[config.mk]
export PLATFORM = sky130hd
export DESIGN_NAME = serial_memory_loader
export DESIGN_NICKNAME = d
export VERILOG_FILES = /design/src/rtl/serial_memory_loader_pkg.sv /design/src/rtl/loader_tx_serializer.sv /design/src/rtl/serial_memory_loader.sv
export SDC_FILE = /design/constraint.sdc
export NUM_CORES = 1
export LEC_CHECK = 0
export CORE_MARGIN = 5
export CORE_UTILIZATION = 40
export CTS_CLUSTER_DIAMETER = 60
export DETAILED_ROUTE_END_ITERATION = 12
export PLACE_DENSITY_LB_ADDON = 0.25
export SLEW_MARGIN = 20
export SYNTH_ARGS = -nofsm -noshare
export SYNTH_HDL_FRONTEND = slang
export SYNTH_SLANG_ARGS = --single-unit
[constraint.sdc]
create_clock -name clk -period 2.8 [get_ports clk]
set_input_delay 0.7 -clock clk [delete_from_list [all_inputs] [get_ports clk]]
set_output_delay 0.7 -clock clk [all_outputs]
set_load 0.01 [all_outputs]
[src/rtl/serial_memory_loader_pkg.sv]
// Shared constants and state type for the serial memory loader.
package serial_memory_loader_pkg;

    localparam logic [7:0] CmdWrite = 8'h57;
    localparam logic [7:0] CmdRead  = 8'h52;
    localparam logic [7:0] CmdPause = 8'h50;
    localparam logic [7:0] CmdGo    = 8'h47;
    localparam logic [7:0] RespAck  = 8'h06;
    localparam logic [7:0] RespNak  = 8'h15;

    typedef enum logic [2:0] {
        StIdle,
        StAddr,
        StData,
        StChk,
        StWrite,
        StReadWait,
        StResp
    } loader_state_e;

endpackage

[src/rtl/loader_tx_serializer.sv]
// Emits 1 or 4 bytes of a word MSB first over a valid/ready byte port; done pulses on the last byte.
module loader_tx_serializer (
    input  logic        clk,
    input  logic        rst,
    input  logic        load,
    input  logic        four,
    input  logic [31:0] word,
    output logic [7:0]  txData,
    output logic        txValid,
    input  logic        txReady,
    output logic        done
);

    logic [31:0] shift_q, shift_d;
    logic [2:0]  left_q, left_d;

    always_comb begin
        shift_d = shift_q;
        left_d  = left_q;
        done    = 1'b0;
        if (load) begin
            shift_d = four ? word : {word[7:0], 24'h0};
            left_d  = four ? 3'd4 : 3'd1;
        end else if (left_q != 3'd0 && txReady) begin
            shift_d = {shift_q[23:0], 8'h0};
            left_d  = left_q - 3'd1;
            done    = (left_q == 3'd1);
        end
    end

    always_ff @(posedge clk or negedge rst) begin
        if (!rst) begin
            shift_q <= 32'h0;
            left_q  <= 3'd0;
        end else begin
            shift_q <= shift_d;
            left_q  <= left_d;
        end
    end

    assign txValid = (left_q != 3'd0);
    assign txData  = shift_q[31:24];

endmodule

[src/rtl/serial_memory_loader.sv]
// Host-side command decoder driving the external memory port from a UART byte stream.
// Optional LOADER_CHECKSUM_EN adds an XOR checksum byte to write frames.
module serial_memory_loader
    import serial_memory_loader_pkg::*;
#(
    parameter int unsigned TIMEOUT_CYCLES = 50_000_000,
    parameter int unsigned READ_LATENCY   = 1,
    parameter bit          PAUSE_ON_RESET = 1'b1,
    parameter logic [2:0]  MEM_WORD_MODE  = 3'b011,
    parameter logic [2:0]  MEM_NONE_MODE  = 3'b000
) (
    input  logic        clk,
    input  logic        rst,
    input  logic [7:0]  rxData,
    input  logic        rxValid,
    output logic        rxReady,
    output logic [7:0]  txData,
    output logic        txValid,
    input  logic        txReady,
    output logic        pause,
    output logic        externalMemoryControl,
    output logic [31:0] externalAddress,
    output logic [31:0] externalData,
    output logic [2:0]  externalReadMode,
    output logic [2:0]  externalWriteMode,
    input  logic [31:0] externalDataOut,
    output logic        busy,
    output logic        frameError
);

    loader_state_e state_q, state_d;
    logic [1:0]    cnt_q, cnt_d;
    logic [31:0]   addr_q, addr_d;
    logic [31:0]   data_q, data_d;
    logic [31:0]   tmo_q, tmo_d;
    logic [31:0]   lat_q, lat_d;
    logic          is_write_q, is_write_d;
    logic          pause_q, emc_q, pause_d;
    logic          fe_q, fe_d;
`ifdef LOADER_CHECKSUM_EN
    logic [7:0]    chk_q, chk_d;
`endif

    logic          rx_fire;
    logic          tmo_hit;
    logic          tx_load, tx_four, tx_done;
    logic [31:0]   tx_word;

    assign rxReady = (state_q == StIdle) || (state_q == StAddr) ||
                     (state_q == StData) || (state_q == StChk);
    assign rx_fire = rxReady && rxValid;
    assign tmo_hit = !rx_fire && (tmo_q == TIMEOUT_CYCLES - 1);

    always_comb begin
        state_d    = state_q;
        cnt_d      = cnt_q;
        addr_d     = addr_q;
        data_d     = data_q;
        is_write_d = is_write_q;
        pause_d    = pause_q;
        lat_d      = 32'd0;
        fe_d       = 1'b0;
        tx_load    = 1'b0;
        tx_four    = 1'b0;
        tx_word    = {24'h0, RespAck};
`ifdef LOADER_CHECKSUM_EN
        chk_d      = chk_q;
`endif
        // Idle gap counter only runs while a frame is being received.
        if (rx_fire || !((state_q == StAddr) || (state_q == StData) || (state_q == StChk))) begin
            tmo_d = 32'd0;
        end else begin
            tmo_d = tmo_q + 32'd1;
        end

        case (state_q)
            StIdle: begin
                if (rx_fire) begin
                    cnt_d = 2'd0;
`ifdef LOADER_CHECKSUM_EN
                    chk_d = rxData;
`endif
                    case (rxData)
                        CmdWrite: begin
                            is_write_d = 1'b1;
                            pause_d    = 1'b1;
                            state_d    = StAddr;
                        end
                        CmdRead: begin
                            is_write_d = 1'b0;
                            pause_d    = 1'b1;
                            state_d    = StAddr;
                        end
                        CmdPause: begin
                            pause_d = 1'b1;
                            tx_load = 1'b1;
                            state_d = StResp;
                        end
                        CmdGo: begin
                            pause_d = 1'b0;
                            tx_load = 1'b1;
                            state_d = StResp;
                        end
                        default: fe_d = 1'b1;
                    endcase
                end
            end
            StAddr: begin
                if (rx_fire) begin
                    addr_d = {addr_q[23:0], rxData};
                    cnt_d  = cnt_q + 2'd1;
`ifdef LOADER_CHECKSUM_EN
                    chk_d  = chk_q ^ rxData;
`endif
                    if (cnt_q == 2'd3) begin
                        state_d = is_write_q ? StData : StReadWait;
                    end
                end else if (tmo_hit) begin
                    fe_d    = 1'b1;
                    state_d = StIdle;
                end
            end
            StData: begin
                if (rx_fire) begin
                    data_d = {data_q[23:0], rxData};
                    cnt_d  = cnt_q + 2'd1;
`ifdef LOADER_CHECKSUM_EN
                    chk_d  = chk_q ^ rxData;
                    if (cnt_q == 2'd3) state_d = StChk;
`else
                    if (cnt_q == 2'd3) state_d = StWrite;
`endif
                end else if (tmo_hit) begin
                    fe_d    = 1'b1;
                    state_d = StIdle;
                end
            end
            StChk: begin
`ifdef LOADER_CHECKSUM_EN
                if (rx_fire) begin
                    if (rxData == chk_q) begin
                        state_d = StWrite;
                    end else begin
                        tx_load = 1'b1;
                        tx_word = {24'h0, RespNak};
                        state_d = StResp;
                    end
                end else if (tmo_hit) begin
                    fe_d    = 1'b1;
                    state_d = StIdle;
                end
`else
                state_d = StIdle;
`endif
            end
            StWrite: begin
                tx_load = 1'b1;
                state_d = StResp;
            end
            StReadWait: begin
                lat_d = lat_q + 32'd1;
                if (lat_q == READ_LATENCY - 1) begin
                    tx_load = 1'b1;
                    tx_four = 1'b1;
                    tx_word = externalDataOut;
                    state_d = StResp;
                end
            end
            StResp: begin
                if (tx_done) state_d = StIdle;
            end
            default: state_d = StIdle;
        endcase
    end

    always_ff @(posedge clk or negedge rst) begin
        if (!rst) begin
            state_q    <= StIdle;
            cnt_q      <= 2'd0;
            addr_q     <= 32'h0;
            data_q     <= 32'h0;
            tmo_q      <= 32'd0;
            lat_q      <= 32'd0;
            is_write_q <= 1'b0;
            pause_q    <= PAUSE_ON_RESET;
            emc_q      <= PAUSE_ON_RESET;
            fe_q       <= 1'b0;
`ifdef LOADER_CHECKSUM_EN
            chk_q      <= 8'h0;
`endif
        end else begin
            state_q    <= state_d;
            cnt_q      <= cnt_d;
            addr_q     <= addr_d;
            data_q     <= data_d;
            tmo_q      <= tmo_d;
            lat_q      <= lat_d;
            is_write_q <= is_write_d;
            pause_q    <= pause_d;
            emc_q      <= pause_d;
            fe_q       <= fe_d;
`ifdef LOADER_CHECKSUM_EN
            chk_q      <= chk_d;
`endif
        end
    end

    loader_tx_serializer u_tx (
        .clk     (clk),
        .rst     (rst),
        .load    (tx_load),
        .four    (tx_four),
        .word    (tx_word),
        .txData  (txData),
        .txValid (txValid),
        .txReady (txReady),
        .done    (tx_done)
    );

    assign pause                 = pause_q;
    assign externalMemoryControl = emc_q;
    assign externalAddress       = addr_q;
    assign externalData          = data_q;
    assign externalWriteMode     = (state_q == StWrite) ? MEM_WORD_MODE : MEM_NONE_MODE;
    assign externalReadMode      = (state_q == StReadWait) ? MEM_WORD_MODE : MEM_NONE_MODE;
    assign busy                  = (state_q != StIdle);
    assign frameError            = fe_q;

endmodule

==> run metrics <==
outcome finished, final reports clean; Clock Pin Slew Worst Setup and Hold Paths approximately 70 ps; non-filler cells, final 1129; syn_area_per_cell around 11 sq um; post-route cell area 10200 sq um; clock sinks about 170; Reg power frac about 41%; worst-margin pin slew roughly 570 ps; leading cell types in the layout, fill and taps excluded 170 x dfrtp_1, 124 x clkdlybuf4s50_1, 82 x nor2_1, 68 x mux2_2, 51 x nand2_1; initial core utilization a little over 40%; grt total ovfl 0; Hold Vio Cnt, Final 0; Area after DPL 9588 sq um; DIE AREA about 23000 sq um; routed vias 5684; Seq/Total Area, Yosys a little over half; Final Critical Period approximately 2700 ps; placer congestion estimate 0.8246; Crit Reg-Reg Startpoint state_q[1]; CP endpoint kind primary output; ys async rst share 100.0%; area grow syn2layout 28.00%; R2R depth 7; CTS tree done; largest net degree at the start of global routing 54; Worst Path Max Fanout 13; combinational power share approximately 27%; Synth top area share 53.39%; share of cells above drive strength 1 between 15 and 20%; Post-synth top flop dfrtp_1; wire per inst about 16 um; Core Footprint roughly 20000 sq um; first-pass GRT wire length 29080 um; dpl cells 1097; total CTS buffers 17; Crit path arrival time 2020 ps; final worst path period share a little over nine tenths; post-layout worst setup margin 83.55 ps; r2r endpoint u_tx.shift_q[0]; Lkg Pwr 4.364 nW; worst min path class in -> async; Max Cap Viol 0; sw frac between 20% and 30%; Final Max Slew Viols 0; Post-CTS Setup Repair Bufs 0; most common cell after layout, fill and taps aside dfrtp_1; IO buf count about 130; #FFs+latches synth roughly 170; Filler cells between 1500 and 2000; leading area contributor after synthesis dfrtp_1; Crit. Startpoint state_q[1]; FMAX approximately 0.37 GHz; WHS about 230 ps; IO Pins about 130; WP data required 2100 ps; final net count about 900; Global Route Usage Sum between 10% and 20%; clk_lat worst skew 420 ps; initial antenna violation count 0; clock root cell clkbuf_16; end of the critical path externalReadMode[1]; flop-to-flop setup slack 600 ps; ant diodes 0; Finish-stage setup viols 0; top area cells in the synthesized netlist dfrtp_1 53%, mux2_2 9.6%, nor2_1 3.9%; RSZ-0062 raised after global routing false; power per cell area 723.1 nW/um^2; net switching power around 2.2 mW; maximum vdd ir drop between 0.4 and 0.5 mV; Die Wd between 150 and 200 um; distinct cell type count after synthesis 54; number of flops mapped to enable cells by yosys 0; Detail Route Antenna Nets 0; Clock power frac between 30% and 40%; critical path class reg -> out; row count between 50 and 60; DP HPWL roughly 13000 um; DR iter-0 viols 265; die height ~150 um; H-tree depth 4; max_slew headroom roughly three fifths; Worst setup SP type flop; Power Internal 5.171 mW; Via-to-Cell Ratio around 5.0; Final TNS setup 0 ps; Synth Cell Area roughly 8000 sq um; DRC errors left 0; drt pass-1 iters 4; number of global-route vias before repair between 5000 and 6000; Cells after Synth slightly above 700; total number of yosys warnings 0; Post-Place Setup Slack -143.1 ps; final WL ~18000 um; CTS Buffer Depth 2; clock skew 9.370 ps
[power by group through the flow]
stage	registers, mW	logic [mW]	clock network (mW)
finish	3.02	1.99	2.37
floorplan	3.13	0.932	0
detailed placement	3.07	2.00	0
global placement	3.06	1.98	0
CTS	3.03	2.02	2.43
global route	3.07	2.17	2.54
[state kept, by name, summed over array words and instances, names as in the netlist]
name and count:
u_tx.shift_q 32, externalAddress 32, tmo_q 32, u_tx.left_q 3, externalData 32, is_write_q 1, state_q 3, externalMemoryControl 1
lat_q 32, cnt_q 2, frameError 1
[cell usage after synthesis, drive strengths merged, types with 2 or more instances]
cell	n
nor4	13
inv	14
nor2b	3
nand3	31
or4	2
nor3	17
nand2	51
nor3b	2
mux2	68
xor2	32
o211ai	2
xnor2	23
or4b	3
nor2	83
and2	2
or2	4
a31oi	2
nand4	23
and3	10
or3	8
nand2b	4
a21oi	11
and4	7
a21o	3
mux2i	23
buf	27
a22o	9
o21ai	35
nor4b	4
clkbuf	16
ha	7
dfrtp	170
[through the flow]
step	total power, mW	util (%)
2_1_floorplan	4.066	-
3_5_place_dp	5.076	49.10
6_report	7.375	52.23
5_1_grt	7.769	52.23
3_3_place_gp	5.039	49.10
4_1_cts	7.469	52.20
[worst min-delay path by stage]
stage	start	end	slack, ps	cells after the start
global placement	u_tx.shift_q[2]	u_tx.shift_q[2]	480	1
detailed placement	tmo_q[0]	tmo_q[0]	490	1
floorplan	rst	cnt_q[0]	400	0
finish	rst	externalData[18]	230	1
CTS	rst	externalData[21]	240	1
global route	rst	externalData[18]	260	1
[cell families after synthesis]
group           share of synthesized area [%]
compound gates                          5.480
xor+xnor                                6.046
fa+ha+maj                               1.099
buf+inv                                 3.753
flops                                   53.72
mux                                     12.50
other cells                           0.04707
simple gates                            17.35
[final cells by class]
type                            count  area (sq um)  area share, %
Sequential cell                   171          4280          41.97
Clock inverter                     15         175.2          1.718
Tap cell                          265         331.6          3.251
Inverter                           14         52.55         0.5153
Timing Repair Buffer              154          1520          14.91
Multi-Input combinational cell    493          3413          33.47
Clock buffer                       17         425.4          4.171
[worst max-delay path: stages, from the launching register on]
cell	delay, ps
dfrtp_1	410
buf_4	200
nand3b_1	210
inv_1	190
clkdlybuf4s50_1	570
[repair_timing]
item	4_1_cts	5_1_grt
setup endpoints to repair	2	1
gates resized for setup	1	1
hold buffers	0	0
[metal layers]
layer / global-route usage (%) / share of wire [%] / vias up
li1: - / - / 2782
met1: 22.37 / 49 / 2768
met2: 24.78 / 45 / 121
met3: 3.351 / 4.6 / 13
met4: 4.080 / 0.97 / 0
met5: 0 / 0 / -
No activity file was read; power rests on OpenSTA's default activity.
